===== config.mk =====
export PLATFORM = sky130hd
export DESIGN_NAME = frame_clearer
export DESIGN_NICKNAME = d
export VERILOG_FILES = /design/src/rtl/frame_clearer_pkg.sv /design/src/rtl/frame_clearer.sv
export SDC_FILE = /design/constraint.sdc
export NUM_CORES = 1
export LEC_CHECK = 0
export BUFFER_PORTS_ARGS = -buffer_cell sky130_fd_sc_hd__buf_2
export CAP_MARGIN = 20
export CELL_PAD_IN_SITES_DETAIL_PLACEMENT = 0
export CELL_PAD_IN_SITES_GLOBAL_PLACEMENT = 1
export CORE_MARGIN = 2
export CORE_UTILIZATION = 36
export DETAILED_ROUTE_END_ITERATION = 12
export PLACE_DENSITY_LB_ADDON = 0.1
export SLEW_MARGIN = 10
export SYNTH_ARGS = -nofsm -noshare
export SYNTH_HDL_FRONTEND = slang
export SYNTH_SLANG_ARGS = --single-unit

===== constraint.sdc =====
create_clock -name clock -period 3.21 [get_ports clock]
set_clock_uncertainty 0.05 [all_clocks]
set_input_delay 0.4815 -clock clock [delete_from_list [all_inputs] [get_ports clock]]
set_output_delay 0.4815 -clock clock [all_outputs]
set_load 0.05 [all_outputs]

===== src/rtl/frame_clearer_pkg.sv =====
// frame_clearer_pkg
//   Shared definitions for the frame clearer and the blocks around it:
//   Avalon-MM port widths of the f2h SDRAM write port, frame buffer geometry,
//   the clearer's state encoding and a burst sizing helper.
package frame_clearer_pkg;

  // Avalon-MM f2h SDRAM write port (64-bit data, 8-byte words).
  localparam int AV_ADDR_W       = 29;
  localparam int AV_DATA_W       = 64;
  localparam int AV_BURSTCOUNT_W = 8;

  // Frame buffer geometry: 800x480 pixels, 32 bits per pixel.
  localparam logic [29:0] FRAME_BUFFER_ADDRESS = 30'h3800_0000;
  localparam int          FRAME_BUFFER_WIDTH   = 800;
  localparam int          FRAME_BUFFER_HEIGHT  = 480;
  localparam int          FRAME_BUFFER_LENGTH  = FRAME_BUFFER_WIDTH * FRAME_BUFFER_HEIGHT * 4;

  typedef enum logic {
    ST_IDLE  = 1'b0,
    ST_WRITE = 1'b1
  } clear_state_t;

  // Beats in the next burst: the burst limit, or fewer when the region ends sooner.
  function automatic logic [AV_BURSTCOUNT_W-1:0] burst_size(input int unsigned max_beats,
                                                            input int unsigned remaining);
    return (remaining < max_beats) ? AV_BURSTCOUNT_W'(remaining) : AV_BURSTCOUNT_W'(max_beats);
  endfunction

endpackage


===== src/rtl/frame_clearer.sv =====
// frame_clearer
//   Avalon-MM burst write master that fills one frame-sized region of SDRAM
//   with a constant 32-bit pixel value (two pixels per 64-bit word). Bursts are
//   issued back-to-back; the last burst may be short.
//
// Ports
//   clock          system clock (clock_50 domain)
//   reset_n        asynchronous active-low reset
//   start          one-cycle fill request, ignored while busy
//   buffer_select  0: fill buffer at ADDRESS, 1: buffer at ADDRESS+LENGTH
//   value          fill pixel, sampled with start
//   busy           fill in progress
//   done           one-cycle pulse when the last beat has been accepted
//   address        Avalon word address of the current burst
//   burstcount     beats in the current burst
//   waitrequest    slave stall
//   writedata      {value, value}
//   byteenable     all bytes enabled
//   write          beat valid
//   debug_value0   words written since the last accepted start
module frame_clearer
  import frame_clearer_pkg::*;
#(
  parameter logic [29:0] ADDRESS      = FRAME_BUFFER_ADDRESS,
  parameter int          LENGTH       = FRAME_BUFFER_LENGTH,
  parameter int          BURST_LENGTH = 8
) (
  input  logic                       clock,
  input  logic                       reset_n,
  input  logic                       start,
  input  logic                       buffer_select,
  input  logic [31:0]                value,
  output logic                       busy,
  output logic                       done,
  output logic [AV_ADDR_W-1:0]       address,
  output logic [AV_BURSTCOUNT_W-1:0] burstcount,
  input  logic                       waitrequest,
  output logic [AV_DATA_W-1:0]       writedata,
  output logic [AV_DATA_W/8-1:0]     byteenable,
  output logic                       write,
  output logic [31:0]                debug_value0
);

  localparam int NUM_WORDS = LENGTH / 8;
  localparam int WR_W      = $clog2(NUM_WORDS + 1);

  localparam logic [WR_W-1:0] WORDS_INIT = WR_W'(NUM_WORDS);
  localparam logic [WR_W-1:0] ONE_WORD   = WR_W'(1);

  // Byte addresses of the two buffers; dropping the low three bits gives the
  // Avalon word address.
  localparam logic [31:0] BYTE_BASE0 = 32'(ADDRESS);
  localparam logic [31:0] BYTE_BASE1 = 32'(ADDRESS) + 32'(LENGTH);

  localparam logic [AV_ADDR_W-1:0]       WORD_BASE0  = BYTE_BASE0[31:3];
  localparam logic [AV_ADDR_W-1:0]       WORD_BASE1  = BYTE_BASE1[31:3];
  localparam logic [AV_BURSTCOUNT_W-1:0] FIRST_BURST = burst_size(BURST_LENGTH, NUM_WORDS);

  clear_state_t                state, state_next;
  logic [WR_W-1:0]             words_remaining;
  logic [WR_W-1:0]             words_after;
  logic [AV_BURSTCOUNT_W-1:0]  beat_index;
  logic [31:0]                 value_q;
  logic                        accept;
  logic                        burst_end;
  logic                        fill_end;

  // Both flags decode registered state, so write and busy carry no
  // combinational path from waitrequest.
  assign write      = (state == ST_WRITE);
  assign busy       = (state == ST_WRITE);
  assign writedata  = {value_q, value_q};
  assign byteenable = '1;

  // NOTE: every signal written here gets a default first, so no path through
  // the block leaves one unassigned and no latch is inferred.
  always_comb begin
    state_next  = state;
    accept      = (state == ST_WRITE) && !waitrequest;
    words_after = words_remaining - ONE_WORD;
    burst_end   = accept && (beat_index == burstcount - 8'd1);
    fill_end    = accept && (words_remaining == ONE_WORD);
    case (state)
      ST_IDLE:  if (start)    state_next = ST_WRITE;
      ST_WRITE: if (fill_end) state_next = ST_IDLE;
      default:                state_next = ST_IDLE;
    endcase
  end

  // NOTE: sequential state uses non-blocking assignments so every register
  // samples the pre-edge values of the others, independent of statement order.
  always_ff @(posedge clock or negedge reset_n) begin
    if (!reset_n) state <= ST_IDLE;
    else          state <= state_next;
  end

  always_ff @(posedge clock or negedge reset_n) begin
    if (!reset_n) begin
      address         <= '0;
      burstcount      <= '0;
      words_remaining <= '0;
      beat_index      <= '0;
      value_q         <= '0;
      debug_value0    <= '0;
      done            <= 1'b0;
    end else begin
      done <= fill_end;

      if (state == ST_IDLE && start) begin
        value_q         <= value;
        address         <= buffer_select ? WORD_BASE1 : WORD_BASE0;
        burstcount      <= FIRST_BURST;
        words_remaining <= WORDS_INIT;
        beat_index      <= '0;
        debug_value0    <= '0;
      end else if (accept) begin
        words_remaining <= words_after;
        debug_value0    <= debug_value0 + 32'd1;
        if (burst_end) begin
          beat_index <= '0;
          // Address and burstcount only move once the whole burst is taken;
          // after the final burst they simply hold.
          if (!fill_end) begin
            address    <= address + AV_ADDR_W'(burstcount);
            burstcount <= burst_size(BURST_LENGTH, 32'(words_after));
          end
        end else begin
          beat_index <= beat_index + 8'd1;
        end
      end
    end
  end

endmodule


==> results.md <==
- N_diodes: 0
- Syn Area/Cell: between 8 and 9 sq um
- Top cells by count, synth: 164 x nand2_1, 129 x dfrtp_1, 63 x o21ai_0
- Worst vdd ir: 377 uV
- Die Width: approximately 140 microns
- Max-slew violations: 0
- Fin area: 8520 sq um
- Post-CTS setup buffers: 0
- Unrepaired setup endpoints after global routing: no
- Maximum clock path buffer count: 2
- Main synth FF type: dfrtp_1
- Vias in the first global route: 5,879
- Setup TNS: 0 ns
- Status: completed
- CP Capture Type: flop
- Sequential element share of the synthesized area: 46.5%
- MaxCap Viol Count: 0
- # DRC: 0
- Nets: between 900 and 1k
- Synth cell types: 56
- Final HPWL DP: between 10,000 and 15,000 microns
- Final period demand of the worst path: 3.04 ns
- Die area: 20,400 sq um
- Global-route wire length before repair: 29,700 microns
- Detailed-route vias per instance: around 5
- Std-Cell Rows: 50
- Die height: 143 microns
- Vias after detailed routing: 6,108
- CP startpoint: burstcount[0]
- Clock transition at path regs: ~0.06 ns
- Post-synth EDFFs: 0
- Largest net degree at the start of global routing: between 100 and 150
- Layout Area Growth over Synthesis: 22.7%
- Post-DRT Antenna Nets: 0
- Static Leak: roughly 4.2 nW
- RePlAce Congestion: 0.808
- Netlist Area Pre-Place: approximately 6900 sq um
- PnR Total Power: roughly 5.8 mW
- Count leader, synth: nand2_1
- Worst EP required: ~3.5 ns
- TritonCTS Buffers: 17
- Worst-Skew Late Latency: 0.41 ns
- Initial antenna violation count: 0
- Root buf cell: clkbuf_16
- CP Launch Type: flop
- H-tree Lvls: 4
- Cell area after placement: 7860 sq um
- Final WL: between 15,000 and 20,000 microns
- #FFs+latches synth: around 130
- Total gr overflow: 0
- Initial core utilization: 36.9%
- Actual slew at the worst max-slew pin: between 0.7 and 0.8 ns
- Fin crit share: between 90% and 100%
- Power density cells: approximately 680 nW/um^2
- Layout cells sized above 1: around 25%
- Worst EP arrival: 3.28 ns
- Endpoints failing setup: 0
- Hold Crit Start: value[16]
- Avg WL per Cell: approximately 15 microns
- Post-Syn Instances: about 790
- CTS tree: yes
- Async set-or-reset flop fraction in the synthesized netlist: 100%
- Gr usage total: 18.3%
- Initial DRC Count: roughly 300
- Hold crit path type: input port to flop
- Crit Path Class: flop to flop
- Post-route setup slack: around 0.17 ns
- Yosys top cell by area: dfrtp_1
- Core ar.: approximately 19,000 sq um
- Fmax: 329 MHz
- Port Buffers: 172
- Io pins: 181
- Synthesis warning total: 0
- Largest cells by area after synthesis: dfrtp_1 46%, nand2_1 8.9%, o21ai_0 4.5%, buf_4 4.4%, nand3_1 3.1%
- Worst slack, placed: between 0.1 and 0.15 ns
- Yosys top cell area share: 46.5%
- Crit Path Max Fanout: 14
- Clock sink count: between 100 and 150
- FILL cells: between 1.5k and 2k
- Hold Violations, Final: 0
- Slew Limit Headroom: between 40% and 50%
- First-pass DRT Iterations: 5
- R2R Path Start: burstcount[0]
-- cells by family after synthesis --
kind of cell | synth area share, %
muxes | 0.288
xor gates and xnor gates | 4.04
other | 0.0540
buffers and inverters | 7.30
DFF | 46.5
AOI/OAI and AO/OA | 13.7
adders and majority gates | 2.63
and+or+nand+nor | 25.5
-- sequential cells by signal, summed over array words and instances, names as in the netlist --
name and count:
debug_value0 32, value_q 32, address 29, words_remaining 18, beat_index 8, burstcount 8
busy 1, done 1
-- cell type report --
type | count | area (sq um) | share of cell area [%]
clock buffers | 18 | 429 | 5.04
well taps | 260 | 325 | 3.82
flip-flops and latches | 129 | 3230 | 37.9
inverters | 13 | 48.8 | 0.573
clock inverters | 14 | 213 | 2.50
repair buffers | 191 | 1020 | 12.0
multi-input cells | 578 | 3260 | 38.2
-- through the flow --
| stage | utilization [%] | std cells | hold slack, ns |
|---|---|---|---|
| after global placement | 41.7 | 1170 | 0.400 |
| after CTS | 45.2 | 1203 | 0.188 |
| after floorplan | - | 800 | 0.136 |
| final | 45.2 | 1203 | 0.209 |
| after global routing | 45.2 | 1203 | 0.191 |
| after detailed placement | 41.7 | 1170 | 0.404 |
-- repair_timing --
item,in CTS,in global routing
hold endpoints to repair,29,0
gates resized for setup,0,2
setup endpoints to repair,0,3
hold buffers,1,0
-- routing by layer --
layer  wire [microns]  share of wire [%]  track usage (%)
met5                0                  0                0
met4              235                1.3             5.16
met3              994                5.4             4.86
met2             8860                 49             30.3
met1             8170                 45             23.5
-- power breakdown --
part           internal, mW  total (mW)  switching, mW
Combinational         0.466        1.58           1.12
Clock                  1.38        2.12          0.745
Sequential             1.81        2.07          0.252
Total                  3.66        5.77           2.12
-- cell usage in the layout, fill, tap and decap left out, types with 7 or more instances in the layout --
cell | netlist | final
a31oi_1 | 8 | 8
nor2_1 | 44 | 44
nand2_1 | 164 | 164
or3_1 | 12 | 10
o21ai_0 | 63 | 63
nand4_1 | 11 | 11
nand3_1 | 43 | 43
xor2_1 | 9 | 9
xnor2_1 | 23 | 23
ha_1 | 13 | 13
inv_1 | 13 | 13
a21o_1 | 9 | 9
and3_1 | 16 | 16
buf_2 | 3 | 171
conb_1 | 1 | 8
buf_4 | 41 | 18
dfrtp_1 | 129 | 129
a21oi_1 | 36 | 36
nand2b_1 | 8 | 7
nor3_1 | 14 | 14
nor4_1 | 14 | 14
clkbuf_16 | 0 | 17
o31ai_1 | 12 | 12
-- path summary, 6_finish.rpt --
path | endpoint | slack [ns] | cells past startpoint
max | address[26] | 0.17 | 9
min | value_q[16] | 0.21 | 3
max reg2reg | address[26] | 0.17 | 9
min reg2reg | words_remaining[17] | 0.41 | 1
max in group asynchronous | words_remaining[16] | 1.69 | 3
min in group asynchronous | value_q[2] | 0.50 | 2
-- critical path, cell delays in order (launching register included) --
cell,delay [ns]
dfrtp_1,0.37
inv_1,0.06
ha_1,0.17
or3b_4,0.39
or4_4,0.44
a211oi_4,0.29
o211ai_4,0.20
or3_4,0.45
o21ai_0,0.14
or3b_1,0.36
(Power assumes the default switching activity.)
